## src/rtl/sel_pkg.sv

```systemverilog
// Shared constants for the front-panel mode/value selector: value limits and debouncer state encoding.
package sel_pkg;

  localparam logic [2:0] FREQ_MAX  = 3'd7;
  localparam logic [3:0] CORR_MIN  = 4'd1;
  localparam logic [3:0] CORR_MAX  = 4'd10;
  localparam logic       MODO_FREQ = 1'b1;

  localparam int unsigned ST_W = 2;
  localparam logic [ST_W-1:0] ST_IDLE       = 2'd0;
  localparam logic [ST_W-1:0] ST_WAIT_PRESS = 2'd1;
  localparam logic [ST_W-1:0] ST_PRESSED    = 2'd2;
  localparam logic [ST_W-1:0] ST_WAIT_REL   = 2'd3;

endpackage

```

## src/rtl/antirrebote.sv

```systemverilog
// One pushbutton front end: 2-flop synchronizer followed by a press/release debouncer FSM.
module antirrebote
  import sel_pkg::*;
#(
  parameter int unsigned DEBOUNCE_CYC = 500000,
  parameter int unsigned CNT_W        = 25
) (
  input  logic clk_i,
  input  logic reset,
  input  logic raw_i,
  output logic press_o,
  output logic level_o
);

  localparam logic [CNT_W-1:0] CNT_END = CNT_W'(DEBOUNCE_CYC - 1);

  logic [1:0]       sync_q;
  logic             sync;
  logic [ST_W-1:0]  state_q, state_nx;
  logic [CNT_W-1:0] cnt_q, cnt_nx;
  logic             cnt_done;

  assign sync     = sync_q[1];
  assign cnt_done = (cnt_q == CNT_END);

  always_ff @(posedge clk_i or negedge reset) begin
    if (!reset) begin
      sync_q  <= '0;
      state_q <= ST_IDLE;
      cnt_q   <= '0;
    end else begin
      sync_q  <= {sync_q[0], raw_i};
      state_q <= state_nx;
      cnt_q   <= cnt_nx;
    end
  end

  // Counter only runs while waiting for the synchronized level to stay stable; any other path clears it.
  always_comb begin
    state_nx = state_q;
    cnt_nx   = '0;
    press_o  = 1'b0;
    case (state_q)
      ST_IDLE: begin
        if (sync) state_nx = ST_WAIT_PRESS;
      end
      ST_WAIT_PRESS: begin
        if (!sync) begin
          state_nx = ST_IDLE;
        end else if (cnt_done) begin
          state_nx = ST_PRESSED;
          press_o  = 1'b1;
        end else begin
          cnt_nx = cnt_q + CNT_W'(1);
        end
      end
      ST_PRESSED: begin
        if (!sync) state_nx = ST_WAIT_REL;
      end
      ST_WAIT_REL: begin
        if (sync) begin
          state_nx = ST_PRESSED;
        end else if (cnt_done) begin
          state_nx = ST_IDLE;
        end else begin
          cnt_nx = cnt_q + CNT_W'(1);
        end
      end
      default: state_nx = ST_IDLE;
    endcase
  end

  assign level_o = (state_q == ST_PRESSED) || (state_q == ST_WAIT_REL);

endmodule

```

## src/rtl/selector_modo_valor.sv

```systemverilog
// Front-panel selector: three debounced buttons drive mode, frequency index and current step.
// Optional auto-repeat on held up/down buttons when SEL_AUTOREPEAT_EN is defined.
module selector_modo_valor
  import sel_pkg::*;
#(
  parameter int unsigned DEBOUNCE_CYC = 500000,
  parameter int unsigned REPEAT_CYC   = 25000000,
  parameter int unsigned CNT_W        = 25
) (
  input  logic       clk_i,
  input  logic       reset,
  input  logic       btn_modo_i,
  input  logic       btn_up_i,
  input  logic       btn_down_i,
  output logic       modo_o,
  output logic [2:0] valorf_o,
  output logic [3:0] valorC_o,
  output logic       cambio_o
);

  logic [2:0] press;
  logic [2:0] lvl;
  logic       unused_lvl;
  logic       step_up, step_dn;
  logic       modo_q, modo_nx;
  logic [2:0] valf_q, valf_nx;
  logic [3:0] valc_q, valc_nx;
  logic       cambio_q, cambio_nx;

  antirrebote #(.DEBOUNCE_CYC(DEBOUNCE_CYC), .CNT_W(CNT_W)) u_ar_modo (
    .clk_i(clk_i), .reset(reset), .raw_i(btn_modo_i), .press_o(press[0]), .level_o(lvl[0]));
  antirrebote #(.DEBOUNCE_CYC(DEBOUNCE_CYC), .CNT_W(CNT_W)) u_ar_up (
    .clk_i(clk_i), .reset(reset), .raw_i(btn_up_i), .press_o(press[1]), .level_o(lvl[1]));
  antirrebote #(.DEBOUNCE_CYC(DEBOUNCE_CYC), .CNT_W(CNT_W)) u_ar_down (
    .clk_i(clk_i), .reset(reset), .raw_i(btn_down_i), .press_o(press[2]), .level_o(lvl[2]));

  assign unused_lvl = ^lvl;

`ifdef SEL_AUTOREPEAT_EN
  localparam logic [CNT_W-1:0] REP_END = CNT_W'(REPEAT_CYC - 1);

  logic [CNT_W-1:0] rep_q;
  logic             held;
  logic             rep_fire;

  assign held     = lvl[1] | lvl[2];
  assign rep_fire = held && (rep_q == REP_END);

  // Repeat period is re-anchored on every press pulse and on every generated repeat step.
  always_ff @(posedge clk_i or negedge reset) begin
    if (!reset) begin
      rep_q <= '0;
    end else if (!held || (|press) || rep_fire) begin
      rep_q <= '0;
    end else begin
      rep_q <= rep_q + CNT_W'(1);
    end
  end

  assign step_up = press[1] | (rep_fire & lvl[1]);
  assign step_dn = press[2] | (rep_fire & lvl[2]);
`else
  logic unused_cfg;

  assign unused_cfg = ^CNT_W'(REPEAT_CYC);
  assign step_up    = press[1];
  assign step_dn    = press[2];
`endif

  // Mode wins over steps; simultaneous up+down cancel; values saturate at their limits.
  always_comb begin
    modo_nx = modo_q;
    valf_nx = valf_q;
    valc_nx = valc_q;
    if (press[0]) begin
      modo_nx = ~modo_q;
    end else if (step_up ^ step_dn) begin
      if (modo_q == MODO_FREQ) begin
        if (step_up && (valf_q != FREQ_MAX)) valf_nx = valf_q + 3'd1;
        if (step_dn && (valf_q != 3'd0))     valf_nx = valf_q - 3'd1;
      end else begin
        if (step_up && (valc_q != CORR_MAX)) valc_nx = valc_q + 4'd1;
        if (step_dn && (valc_q != CORR_MIN)) valc_nx = valc_q - 4'd1;
      end
    end
    cambio_nx = (modo_nx != modo_q) || (valf_nx != valf_q) || (valc_nx != valc_q);
  end

  always_ff @(posedge clk_i or negedge reset) begin
    if (!reset) begin
      modo_q   <= MODO_FREQ;
      valf_q   <= 3'd0;
      valc_q   <= CORR_MIN;
      cambio_q <= 1'b0;
    end else begin
      modo_q   <= modo_nx;
      valf_q   <= valf_nx;
      valc_q   <= valc_nx;
      cambio_q <= cambio_nx;
    end
  end

  assign modo_o   = modo_q;
  assign valorf_o = valf_q;
  assign valorC_o = valc_q;
  assign cambio_o = cambio_q;

endmodule
```

## config.mk

```make
export PLATFORM = sky130hd
export DESIGN_NAME = selector_modo_valor
export DESIGN_NICKNAME = d
export VERILOG_FILES = /design/src/rtl/sel_pkg.sv /design/src/rtl/antirrebote.sv /design/src/rtl/selector_modo_valor.sv
export SDC_FILE = /design/constraint.sdc
export NUM_CORES = 1
export LEC_CHECK = 0
export ABC_AREA = 1
export ABC_CLOCK_PERIOD_IN_PS = 2170
export BUFFER_PORTS_ARGS = -buffer_cell sky130_fd_sc_hd__buf_2
export CAP_MARGIN = 20
export CORE_MARGIN = 5
export CORE_UTILIZATION = 45
export DETAILED_ROUTE_END_ITERATION = 16
export SKIP_LAST_GASP = 1
export SYNTH_ARGS = -nofsm -noshare
export SYNTH_HDL_FRONTEND = slang
export SYNTH_SLANG_ARGS = --single-unit
```

## constraint.sdc

```tcl
create_clock -name clk_i -period 2.17 [get_ports clk_i]
set_input_delay 0.217 -clock clk_i [delete_from_list [all_inputs] [get_ports clk_i]]
set_output_delay 0.217 -clock clk_i [all_outputs]
set_load 0.005 [all_outputs]
```

==> flow_metrics.py <==
metrics = {
    "synth": {
        "synthTopCellsByArea": "dfrtp_1 (42%), nand2_1 (9.8%), nor2_1 (8.7%)",
        "synth_top_area_frac": 0.424,
        "netlist_area_mm2": 0.00555,
        "synthFlopType": "dfrtp_1",
        "ys_types": 42,
        "mappedNetlistNets": 736,
        "async_flop_share": 1.00,
        "synth_top_family_by_area": "simple AND/OR/NAND/NOR gates",
        "synth-simple-area-share": 0.364,
        "synth-adder-area-share": 0.0248,
        "synthCells": 720,
        "yosysSeqAreaShare": 0.433,
        "synth-compound-area-share": 0.0523,
        "yosys_register_bits": 96,
        "synth_xor_area_frac": 0.0521,
        "yosysWarnings": 0,
        "synthMuxAreaShare": 0,
        "yosys.area.top_type": "dfrtp_1",
        "synth-edff-count": 0,
        "syn_avg_cell_area_um2": 7.71,
    },
    "power": {
        "ir_drop_mv": 0.367,
        "p_per_area_mw_per_mm2": 556,
        "switchingPower_uw": 798,
        "seqPwrFrac": 0.528,
        "swShare": 0.232,
        "pwr-share-clk": 0.434,
        "pwr-share-comb": 0.038,
        "p_int_mw": 2.64,
        "p_leak_nw": 2.72,
    },
    "clock_tree": {
        "cts_sinks": 96,
        "h-tree-depth": 3,
        "hold_buffers": 4,
        "clk_pin_slew_ns": 0.07,
        "cts_tree": "yes",
        "cts_resized": 0,
        "numCtsBuffers": 9,
        "cts_buffer_depth": 2,
        "clk_latency_ns": 0.35,
        "root_buffer": "clkbuf_16",
        "cts_setup_buffers": 0,
    },
    "placed_design": {
        "place.detailed.hpwl_um": 8960,
        "gp_congestion": 0.886,
        "port_buffers": 13,
    },
    "final_layout": {
        "drive_gt1_frac": 0.126,
        "finish.utilization": 0.513,
        "insertedDiodeCount": 0,
        "fillerInstances": 1158,
        "syn2layout_area_growth_pct": 11.5,
        "nets": 765,
    },
    "worst_setup_path": {
        "startpoint_type": "register",
        "reg2reg_slack_ns": 0.19,
        "cp_slowest_cell": "dfrtp_1",
        "worstPathRequired_ns": 2.41,
        "path_common_cell": "nand2_1",
        "worstReg2RegEnd": "valorC_o[3]",
        "path_class": "reg2reg",
        "worstRegToRegCells": 10,
        "cp_num_buf_inv": 0,
        "path_cells": "ha_1 > nand2_1 > nor2_1 > nand2_1 > nor2_1 > nand4_1 > nand2_1 > nand3_4 > o21bai_2 > nand2_1",
        "crit_arrival_ns": 2.22,
        "rr_startpoint": "u_ar_down.cnt_q[0]",
        "crit_family": "simple AND/OR/NAND/NOR gates",
        "critical_path.max_stage_delay_ns": 0.39,
        "cp_max_fo": 4,
        "crit_path_end_kind": "register",
    },
    "global_route": {
        "grt_use_total": 0.176,
        "grt_pass1_wl_um": 21000,
        "overflow": 0,
        "antenna_found_initial": 0,
        "grt_pass1_vias": 4545,
        "grt_max_degree": 35,
    },
    "status": {
        "status": "finished, final reports clean",
    },
    "sta": {
        "relSlewSlack": 0.690,
        "clock_skew_ns": 0.00997,
        "hold_viol": 0,
        "slew_viol_final": 0,
        "tightestPinTransition_ns": 0.458,
        "post-route-period-util": 0.911,
        "setup_viol": 0,
        "tns_ns": 0,
        "fmax_ghz": 0.506,
        "rsz0062_at_grt": "no",
        "fin_crit_ns": 1.98,
    },
    "floorplan": {
        "dieArea_mm2": 0.0147,
        "num_rows": 40,
        "initial_core_util": 0.460,
        "die_h_um": 121,
        "coreArea_mm2": 0.0121,
        "io_pins": 14,
        "die_x_um": 121,
    },
    "drt": {
        "drcViolationCount": 0,
        "vias": 4616,
        "dr.first_iter.drc_count": 355,
        "wirelength_um": 11800,
        "ant_nets": 0,
        "wl_per_cell_um": 12.8,
        "viasPerCell": 5.01,
        "drtPass1Iterations": 5,
    },
    "min_path": {
        "worst_hold_path_type": "in2async",
    },
    "job": {
        "max_cap_violations": 0,
    },
}
-- layout make-up --
type	instances	area, um^2	share of cell area
flip-flops and latches	96	2400	0.389
well taps	168	210	0.0340
clock buffers	10	239	0.0386
multi-input cells	517	2740	0.442
repair buffers	24	185	0.0299
clock inverters	6	35.0	0.00566
inverters	101	379	0.0612
-- power by group through the flow --
stage	Sequential [mW]	Clock, mW	Combinational (mW)
finish	1.82	1.50	0.129
global route	1.82	1.60	0.152
CTS	1.82	1.54	0.135
detailed placement	1.85	0	0.130
global placement	1.85	0	0.127
floorplan	1.85	0	0.0579
-- Yosys cell counts, types with 8 or more instances --
| cell | count |
|---|---|
| nand2_1 | 145 |
| nor3b_1 | 8 |
| inv_2 | 11 |
| nand4_1 | 18 |
| nand3_1 | 50 |
| xnor2_1 | 8 |
| a21oi_1 | 18 |
| o21ai_0 | 23 |
| nor2_1 | 128 |
| dfrtp_1 | 94 |
| inv_1 | 90 |
| ha_1 | 11 |
| xor2_1 | 25 |
| nand2_2 | 11 |
| nor2_2 | 11 |
| nor3_1 | 18 |
-- worst reg2reg max path: cells and delay by family, from the launching register on --
family | cells | cell delay [ns]
and+or+nand+nor | 8 | 1.18
adders and majority gates | 1 | 0.18
DFF | 1 | 0.39
AOI/OAI and AO/OA | 1 | 0.11
-- worst max-delay path by stage --
stage,end,depth (start not counted),slack [ns],from
finish,valorC_o[3],10,0.19,u_ar_down.cnt_q[0]
global route,valorC_o[2],12,0.03,u_ar_down.cnt_q[0]
CTS,valorC_o[3],10,0.21,u_ar_down.cnt_q[0]
detailed placement,valorC_o[3],10,0.24,u_ar_down.cnt_q[0]
global placement,valorC_o[3],10,0.24,u_ar_down.cnt_q[0]
floorplan,valorf_o[2],14,0.54,u_ar_up.cnt_q[0]
-- state kept, by name, summed over array words and instances (netlist names), named ones only --
register,count
cambio_o,1
u_ar_up.cnt_q,25
u_ar_modo.sync_q,2
u_ar_down.state_q,1
modo_o,1
u_ar_down.sync_q,2
u_ar_modo.state_q,1
valorC_o,4
u_ar_up.state_q,1
u_ar_modo.cnt_q,25
u_ar_up.sync_q,2
u_ar_down.cnt_q,25
valorf_o,3
-- stage by stage --
stage                     power (mW)  instances  setup slack, ns  instance area, um^2  hold slack, ns
final                           3.44        922            0.193                 6190           0.349
after global routing            3.57        922           0.0316                 6190           0.357
after CTS                       3.50        922            0.215                 6190           0.349
after detailed placement        1.98        902            0.240                 5880           0.191
after global placement          1.98        902            0.240                 5880           0.185
after floorplan                 1.91        720            0.541                 5550         -0.0786
-- routing by layer --
layer | GRT usage | wire (um) | vias to the layer above
li1 | - | - | 2346
met1 | 0.234 | 5710 | 2182
met2 | 0.286 | 5530 | 73
met3 | 0.0462 | 414 | 15
met4 | 0.0446 | 125 | 0
met5 | 0 | 0 | -
-- cell usage in the layout, fill, tap and decap left out, types with 12 or more instances in the layout --
cell / Yosys / layout
a21oi_1: 18 / 18
buf_2: 6 / 12
dfrtp_1: 94 / 94
inv_1: 90 / 90
nand2_1: 145 / 145
nand3_1: 50 / 50
nand4_1: 18 / 18
nor2_1: 128 / 128
nor3_1: 18 / 18
o21ai_0: 23 / 23
xor2_1: 25 / 25
-- cell families (layout without fill, tap and decap cells) --
logic type / Yosys count / count (layout)
AOI/OAI and AO/OA: 52 / 52
buffers and inverters: 107 / 141
adders and majority gates: 11 / 11
xor gates and xnor gates: 33 / 33
and+or+nand+nor: 421 / 421
DFF: 96 / 96
(Power assumes the default switching activity.)
